`src/rtl/pipe_trace_buffer.sv`:
```
`default_nettype none
// ============================================================================
// Module      : pipe_trace_buffer
// Description : Circular trace buffer for CPU probe buses with pre-trigger
//               history, post-trigger capture and oldest-first readout.
//               Optional TRACE_TIMESTAMP_EN stores a 16-bit cycle stamp.
// Revision    : 1.0 - initial release
// ============================================================================
module pipe_trace_buffer #(
    parameter int WIDTH     = 16,
    parameter int CHANNELS  = 4,
    parameter int DEPTH     = 32,
    parameter int POST_TRIG = 8
) (
    input  logic                      clk,
    input  logic                      rst,
    input  logic                      arm,
    input  logic                      trig,
    input  logic                      cap_valid,
    input  logic [CHANNELS*WIDTH-1:0] cap_data,
    input  logic                      rd_en,
    output logic [CHANNELS*WIDTH-1:0] rd_data,
    output logic                      rd_valid,
    output logic [1:0]                state,
    output logic [$clog2(DEPTH):0]    count,
    output logic                      wrapped
`ifdef TRACE_TIMESTAMP_EN
    ,
    output logic [15:0]               rd_ts
`endif
);

    localparam int c_addr_w = $clog2(DEPTH);
    localparam int c_cnt_w  = c_addr_w + 1;
    localparam int c_data_w = CHANNELS * WIDTH;
    localparam logic [c_cnt_w-1:0] c_depth     = c_cnt_w'(DEPTH);
    localparam logic [c_cnt_w-1:0] c_post_trig = c_cnt_w'(POST_TRIG);

    typedef enum logic [1:0] {
        ST_IDLE  = 2'd0,
        ST_ARMED = 2'd1,
        ST_POST  = 2'd2,
        ST_DONE  = 2'd3
    } state_t;

    state_t                r_state;
    state_t                w_state_nxt;
    logic [c_data_w-1:0]   r_mem [DEPTH];
    logic [c_addr_w-1:0]   r_wr_ptr;
    logic [c_addr_w-1:0]   r_rd_ptr;
    logic [c_cnt_w-1:0]    r_count;
    logic [c_cnt_w-1:0]    r_post_cnt;
    logic                  r_wrapped;
    logic                  r_rd_valid;
    logic [c_data_w-1:0]   r_rd_data;

    logic                  w_wr;
    logic                  w_rd;
    logic                  w_full;
    logic                  w_post_inc;
    logic                  w_post_done;
    logic                  w_enter_done;
    logic [c_addr_w-1:0]   w_wr_ptr_nxt;
    logic [c_cnt_w-1:0]    w_count_nxt;

    // arm overrides everything in the same cycle, so it masks writes and reads
    assign w_wr   = cap_valid && !arm && (r_state == ST_ARMED || r_state == ST_POST);
    assign w_rd   = rd_en && !arm && (r_state == ST_DONE) && (r_count != '0);
    assign w_full = (r_count == c_depth);

    assign w_post_inc  = w_wr && (r_state == ST_POST || (r_state == ST_ARMED && trig));
    assign w_post_done = w_post_inc && ((r_post_cnt + 1'b1) == c_post_trig);

    assign w_wr_ptr_nxt = w_wr ? r_wr_ptr + 1'b1 : r_wr_ptr;
    assign w_count_nxt  = (w_wr && !w_full) ? r_count + 1'b1 : r_count;
    assign w_enter_done = (w_state_nxt == ST_DONE) && (r_state != ST_DONE);

    always_comb begin
        w_state_nxt = r_state;
        if (arm) begin
            w_state_nxt = ST_ARMED;
        end else begin
            case (r_state)
                ST_ARMED: if (trig) w_state_nxt = w_post_done ? ST_DONE : ST_POST;
                ST_POST:  if (w_post_done) w_state_nxt = ST_DONE;
                default:  w_state_nxt = r_state;
            endcase
        end
    end

    always_ff @(posedge clk) begin
        if (rst) r_state <= ST_IDLE;
        else     r_state <= w_state_nxt;
    end

    always_ff @(posedge clk) begin
        if (w_wr) r_mem[r_wr_ptr] <= cap_data;
    end

    always_ff @(posedge clk) begin
        if (rst) begin
            r_wr_ptr   <= '0;
            r_rd_ptr   <= '0;
            r_count    <= '0;
            r_post_cnt <= '0;
            r_wrapped  <= 1'b0;
            r_rd_valid <= 1'b0;
            r_rd_data  <= '0;
        end else if (arm) begin
            r_wr_ptr   <= '0;
            r_rd_ptr   <= '0;
            r_count    <= '0;
            r_post_cnt <= '0;
            r_wrapped  <= 1'b0;
            r_rd_valid <= 1'b0;
        end else begin
            r_rd_valid <= w_rd;
            if (w_wr) begin
                r_wr_ptr <= w_wr_ptr_nxt;
                r_count  <= w_count_nxt;
                if (w_full) r_wrapped <= 1'b1;
            end
            if (w_post_inc) r_post_cnt <= r_post_cnt + 1'b1;
            // low address bits of a full count are zero, so a full buffer starts at wr_ptr
            if (w_enter_done) r_rd_ptr <= w_wr_ptr_nxt - w_count_nxt[c_addr_w-1:0];
            if (w_rd) begin
                r_rd_data <= r_mem[r_rd_ptr];
                r_rd_ptr  <= r_rd_ptr + 1'b1;
                r_count   <= r_count - 1'b1;
            end
        end
    end

`ifdef TRACE_TIMESTAMP_EN
    logic [15:0] r_ts_cnt;
    logic [15:0] r_ts_mem [DEPTH];
    logic [15:0] r_rd_ts;

    always_ff @(posedge clk) begin
        if (rst) r_ts_cnt <= '0;
        else     r_ts_cnt <= r_ts_cnt + 16'd1;
    end

    always_ff @(posedge clk) begin
        if (w_wr) r_ts_mem[r_wr_ptr] <= r_ts_cnt;
    end

    always_ff @(posedge clk) begin
        if (rst)       r_rd_ts <= '0;
        else if (w_rd) r_rd_ts <= r_ts_mem[r_rd_ptr];
    end

    assign rd_ts = r_rd_ts;
`endif

    assign rd_data  = r_rd_data;
    assign rd_valid = r_rd_valid;
    assign state    = r_state;
    assign count    = r_count;
    assign wrapped  = r_wrapped;

endmodule
`default_nettype wire

```
`config.mk`:
```
export PLATFORM = sky130hd
export DESIGN_NAME = pipe_trace_buffer
export DESIGN_NICKNAME = d
export VERILOG_FILES = /design/src/rtl/pipe_trace_buffer.sv
export SDC_FILE = /design/constraint.sdc
export NUM_CORES = 2
export LEC_CHECK = 0
export ABC_AREA = 1
export BUFFER_PORTS_ARGS = -buffer_cell sky130_fd_sc_hd__buf_2
export CELL_PAD_IN_SITES_DETAIL_PLACEMENT = 0
export CELL_PAD_IN_SITES_GLOBAL_PLACEMENT = 1
export CORE_ASPECT_RATIO = 0.75
export CORE_UTILIZATION = 40
export CTS_CLUSTER_SIZE = 40
export DETAILED_ROUTE_END_ITERATION = 7
export GPL_ROUTABILITY_DRIVEN = 0
export PLACE_DENSITY_LB_ADDON = 0.1
export SYNTH_ARGS = -nofsm -noshare
export SYNTH_HDL_FRONTEND = slang
export SYNTH_SLANG_ARGS = --single-unit
```
`constraint.sdc`:
```
create_clock -name clk -period 6.77 [get_ports clk]
set_input_delay 0.3385 -clock clk [delete_from_list [all_inputs] [get_ports clk]]
set_output_delay 0.3385 -clock clk [all_outputs]
set_load 0.03 [all_outputs]
```
Word-level counts from Yosys, hierarchy flattened

Memory sizes are Yosys's and may differ from the RTL's. A register that Yosys moved wholly into a read port is not among the register bits.
Cells that the tools add are included.

Equality and inequality tests: 7
Reductions and logical operators: 22
Muxes and demuxes: 13
Bitwise gates (word level): 1
Add/subtract/negate cells: 6

Operators by type and width:

| cell                                                                  | number |
|---|---|
| 6-bit 2-to-1 mux                                                      | 3 |
| 5-bit 2-to-1 mux                                                      | 3 |
| 6-bit by 1-bit adder with 6-bit output, second input constant         | 2 |
| 5-bit by 1-bit adder with 5-bit output, second input constant         | 2 |
| 1-bit logical AND                                                     | 10 |
| 2-bit equality test, second input constant                            | 3 |
| 6-bit by 4-bit equality test with 1-bit output, second input constant | 1 |
| 6-bit equality test, second input constant                            | 1 |
| 2-bit 2-to-1 mux                                                      | 3 |
| 2-bit AND reduction                                                   | 3 |
| 2-bit nonzero test                                                    | 3 |
| 6-bit nonzero test                                                    | 1 |
| 6-bit by 1-bit subtractor with 6-bit output, second input constant    | 1 |
| 5-bit subtractor                                                      | 1 |
| 2-bit one-hot mux with 2 select lines                                 | 1 |
| 1-bit 2-to-1 mux                                                      | 3 |
| 2-bit by 1-bit equality test with 1-bit output, second input constant | 1 |
| 1-bit logical NOT                                                     | 2 |
| 1-bit logical OR                                                      | 2 |
| 2-bit inequality test, second input constant                          | 1 |
| 2-bit OR reduction                                                    | 1 |
| 1-bit NOT                                                             | 1 |

Memories kept: 1
RAM bits: 2048
Logic and storage cells: 58
Register bits: 26
Input bits: 70
Output and inout port bits: 74

Memories:

| name  | words | bits a word | read ports | clocked after memory_dff | write ports | line | text |
|---|---|---|---|---|---|---|---|
| r_mem | 32    | 64          | 1          | 1                        | 1           | 48   | `logic [c_data_w-1:0] r_mem [DEPTH];` |

Depth between registers and ports, before layout

Depth after elaboration: 13
Mapped depth: 18
Gate-level depth less buffers: 18

Worst setup path before layout

OpenSTA, ideal clock, no wires.

Kind: register to register
From: register r_state[0] (netlist: state[0])
To: memory r_mem[3][0] (netlist name), enable pin
Library setup time: 565 ps
Stages on the path, launching flop included: 6
Path buffers: 0
Period minus slack after synthesis: 6313 ps
Data required time: 6205 ps
Slack: 457 ps
Arrival: 5748 ps
Cell sequence: dfxtp_1 -> inv_1 -> ha_1 -> nor2_1 -> nand2_1 -> nor3_1

Longest elaborated chain between the ends: 5
Elaborated cells on any way between the ends: 6
Classes of those cells: eq/ne: 2; mux: 2; reduce/logical: 2

RTL lines:

| element                                                                               | line | text |
|---|---|---|
| start: declaration                                                                    | 46   | `state_t r_state;` |
| start signal: assignment                                                              | 93   | `else r_state <= w_state_nxt;` |
| 2-bit by 1-bit equality test with 1-bit output or 2-bit equality test (tied branches) | 67   | `assign w_wr = cap_valid && !arm && (r_state == ST_ARMED \|\| r_state == ST_POST);` |
| 1-bit logical OR *                                                                    | 67   |  |
| 1-bit logical AND *                                                                   | 67   |  |
| 1-bit 2-to-1 mux *                                                                    | 97   | `if (w_wr) r_mem[r_wr_ptr] <= cap_data;` |
| 1-bit 2-to-1 mux (implied by the code) *                                              | 97   |  |
| end: declaration                                                                      | 48   |  |

Mark *: on every way between the ends. The rest lies on a longest branch, timed or not.

Worst setup path in the final report

From: register r_state[0] (netlist: state[0])
To: memory r_mem[7][37] (netlist name), enable pin

The elaborated chain is that of the path after synthesis.

==> impl_table.tex <==
\begin{tabular}{lr}
\hline
Metric & Value \\
\hline
\multicolumn{2}{l}{\textbf{Outcome}} \\
Run status & finished, final reports clean \\
\multicolumn{2}{l}{\textbf{Worst setup path}} \\
Worst path required time & 7.23 ns \\
Crit-path max FO & 30 \\
Register-to-register path setup slack & 2.90 ns \\
Number of buffer and inverter instances along the worst setup path & 3 \\
Worst stage delay on the critical path & 0.85 ns \\
Series of cell instances along the critical path & inv\_1 > ha\_1 > nor2\_1 > nand2\_1 > nor2\_1 > inv\_1 > nor2\_4 > buf\_4 \\
R2r worst-path depth & 8 \\
R2r startpoint & state[0] \\
CP Launch Point & state[0] \\
CP Capture Type & flip-flop \\
Slowest-stage cell, CP & nor2\_4 \\
CP top delay family & simple AND/OR/NAND/NOR gates \\
Sort of element at the start of the critical path & flip-flop \\
Worst R2R End & r\_mem[7][37] \\
Crit Path Category & flip-flop to flip-flop \\
Worst Path Arrival & 4.34 ns \\
\multicolumn{2}{l}{\textbf{Clock tree}} \\
Clock root buffer master & clkbuf\_16 \\
Number of hold buffers added after CTS & 62 \\
Setup repair bufs after CTS & 0 \\
Quantity of gates resized following cts & 0 \\
CTS clk-pin slew, worst paths & 0.06 ns \\
Insertion delay to the later sink of the worst-skew pair & 0.88 ns \\
Clk sinks & 2,138 \\
Buffers from clock root to sink, at most & 4 \\
TritonCTS clock tree & yes \\
H-tree level count & 4 \\
CTS buffer count & 220 \\
\multicolumn{2}{l}{\textbf{Power and ir drop}} \\
Pwr/cell area & 281.6 mW/mm² \\
Max IR drop VDD & 0.0001995 V \\
PnR Total Power & 26.72 mW \\
Leakage & 30.62 nW \\
\multicolumn{2}{l}{\textbf{Detailed routing}} \\
Metal2 WL & 111,800 µm \\
Drt initial violations & 5,943 \\
Routed wire length & 257,700 µm \\
Met1 WL & 124,000 µm \\
Remaining design rule violation count & 0 \\
Met3 routed wirelength & 17,140 µm \\
Per-cell via count in the routed design & 5.578 \\
Router iterations before antenna repair & 6 \\
Vias after detailed routing & 53,250 \\
Average wire per cell in the routed design & 26.99 µm \\
Remaining antenna violation count & 0 \\
Top layer used by detailed routing & met5 \\
\multicolumn{2}{l}{\textbf{STA}} \\
Worst Setup Slack, final & 2.898 ns \\
Min Clock Period, post-route & 3.872 ns \\
Worst max-slew margin expressed relative to the limit & 0.1865 \\
Hold Slack & 0.05481 ns \\
Period utilization & 0.5719 \\
Final Slew Violations & 0 \\
RSZ-0062 raised after global routing & false \\
Clock skew after layout & 0.06446 ns \\
Final sum of negative setup slack & 0 ns \\
Measured slew at the worst slew-check pin & 1.220 ns \\
Count of endpoints failing setup in the final report & 0 \\
Count of endpoints failing hold in the final timing report & 0 \\
Upper clock frequency limit & 258.3 MHz \\
\multicolumn{2}{l}{\textbf{Floorplanning}} \\
Initial Util & 0.4033 \\
Die height & 399.0 µm \\
Die width & 531.4 µm \\
Area of the core & 0.2085 mm² \\
I/O pins & 144 \\
Number of placement rows & 145 \\
Die area & 0.2120 mm² \\
\multicolumn{2}{l}{\textbf{Placed design}} \\
Number of buffers added on ports & 143 \\
Dpl cell area & 0.08740 mm² \\
DP Wirelength & 118,900 µm \\
Worst setup slack after placement & 2.859 ns \\
Placed insts & 9,083 \\
\multicolumn{2}{l}{\textbf{Final layout}} \\
Area Growth Syn to Fin & 12.87\% \\
Proportion of layout cells with a drive suffix above 1 & 0.08381 \\
Final-stage net count & 6,661 \\
Final standard cell count with taps included and fillers excluded & 9,548 \\
Commonest cells after routing, fill and taps aside & edfxtp\_1 (2,048), nor2\_1 (1,337), o21ai\_0 (866) \\
Final cell utilization of the core & 0.4552 \\
Final instance area & 0.09488 mm² \\
Count of filler cells inserted in the layout & 18,860 \\
Most common library cell in the layout ignoring fill and taps & edfxtp\_1 \\
\multicolumn{2}{l}{\textbf{Hold path}} \\
Hold WC Path Type & input port to flip-flop \\
Start point of the worst hold path & cap\_data[18] \\
End point of the most critical hold path & r\_mem[6][18] \\
Instance count along the most critical hold path & 1 \\
\multicolumn{2}{l}{\textbf{Synthesis}} \\
Net count after synthesis & 6,603 \\
Syn Area/Cell & 12.90 µm² \\
Netlist area before placement & 0.08406 mm² \\
Synthesis-stage register bit count & 2,138 \\
Number of distinct library cell variants in the gate-level netlist after synthesis & 33 \\
Yosys synthesis warning count & 0 \\
Mapped Cells & 6,516 \\
Register area share after synthesis & 0.7530 \\
\multicolumn{2}{l}{\textbf{Global route}} \\
Initial antenna violation count & 19 \\
Wire length of the first global-routing pass & 369,500 µm \\
Number of global-route vias before repair & 49,730 \\
Overflow left after global routing & 0 \\
GR Util All Layers & 0.2390 \\
Largest net degree at the start of global routing & 194 \\
\multicolumn{2}{l}{\textbf{Job}} \\
Count of max-cap constraint violations & 0 \\
\hline
\end{tabular}
==> cells in the mapped netlist <==
cell	count	area, µm²
buf_4	28	210.2
a211oi_1	1	7.510
o211ai_1	258	1937
edfxtp_1	2048	61500
buf_2	88	440.4
buf_12	2	40.04
nor3_1	4	20.02
inv_2	3	11.26
buf_6	43	484.2
nand3_1	388	1942
nor2_4	1	11.26
and3_1	1	6.260
nor2b_1	1	6.260
nor2_1	1367	5131
clkbuf_1	262	983.4
buf_1	29	108.9
nand2_2	1	6.260
nand2_1	377	1415
ha_1	16	200.2
a31oi_1	1	6.260
xor2_1	11	96.34
dfxtp_1	90	1802
inv_1	44	165.2
nand4_1	8	50.05
xnor2_1	2	17.52
fa_1	1	20.02
or2_0	2	12.51
a21oi_1	211	1056
o22ai_1	167	1045
or2_2	2	12.51
buf_8	2	30.03
o21ai_0	866	4334
o21ai_1	191	955.9
==> cell families after synthesis <==
family | synth area share
buffers and inverters | 0.02943
AOI/OAI and AO/OA | 0.1111
xor gates and xnor gates | 0.001354
and+or+nand+nor | 0.1025
adders and majority gates | 0.002620
DFF | 0.7530
==> flip-flops by register name, indices dropped and copies added (netlist names) <==
name	flops
r_rd_ptr	5
rd_valid	1
r_post_cnt	6
wrapped	1
state	2
count	6
r_wr_ptr	5
rd_data	64
r_mem	2048
==> worst max-delay path by stage <==
stage,endpoint,slack (ns),cells past startpoint
global route,r_mem[7][33],2.68,8
floorplan,r_mem[3][0],0.46,5
finish,r_mem[7][37],2.90,8
detailed placement,r_mem[22][22],2.86,6
global placement,r_mem[22][22],2.94,6
CTS,r_mem[22][5],2.86,6
==> area by class of cell <==
type                    count  area [µm²]  area share
diodes                      2       5.005  0.00005275
clock buffers             299        5934     0.06254
clock inverters           102       923.4    0.009732
inverters                  47       226.5    0.002387
multi-input cells        3877       18530      0.1953
flip-flops and latches   2138       63320      0.6673
well taps                2793        3495     0.03683
repair buffers            290        2452     0.02585
==> report_power, final <==
part | internal (mW) | switching [mW] | leakage (nW)
combinational | 0.0755 | 0.298 | 8.14
sequential | 14.5 | 0.00518 | 19.1
clock | 6.76 | 5.09 | 3.34
total | 21.3 | 5.40 | 30.6
==> metal layers <==
metal  up-vias  track usage
li1      24090            -
met1     27090       0.3697
met2      1757       0.3531
met3       304      0.03862
met4        12      0.04904
met5         -            0
Note: power is estimated with default switching activity, not from simulation.
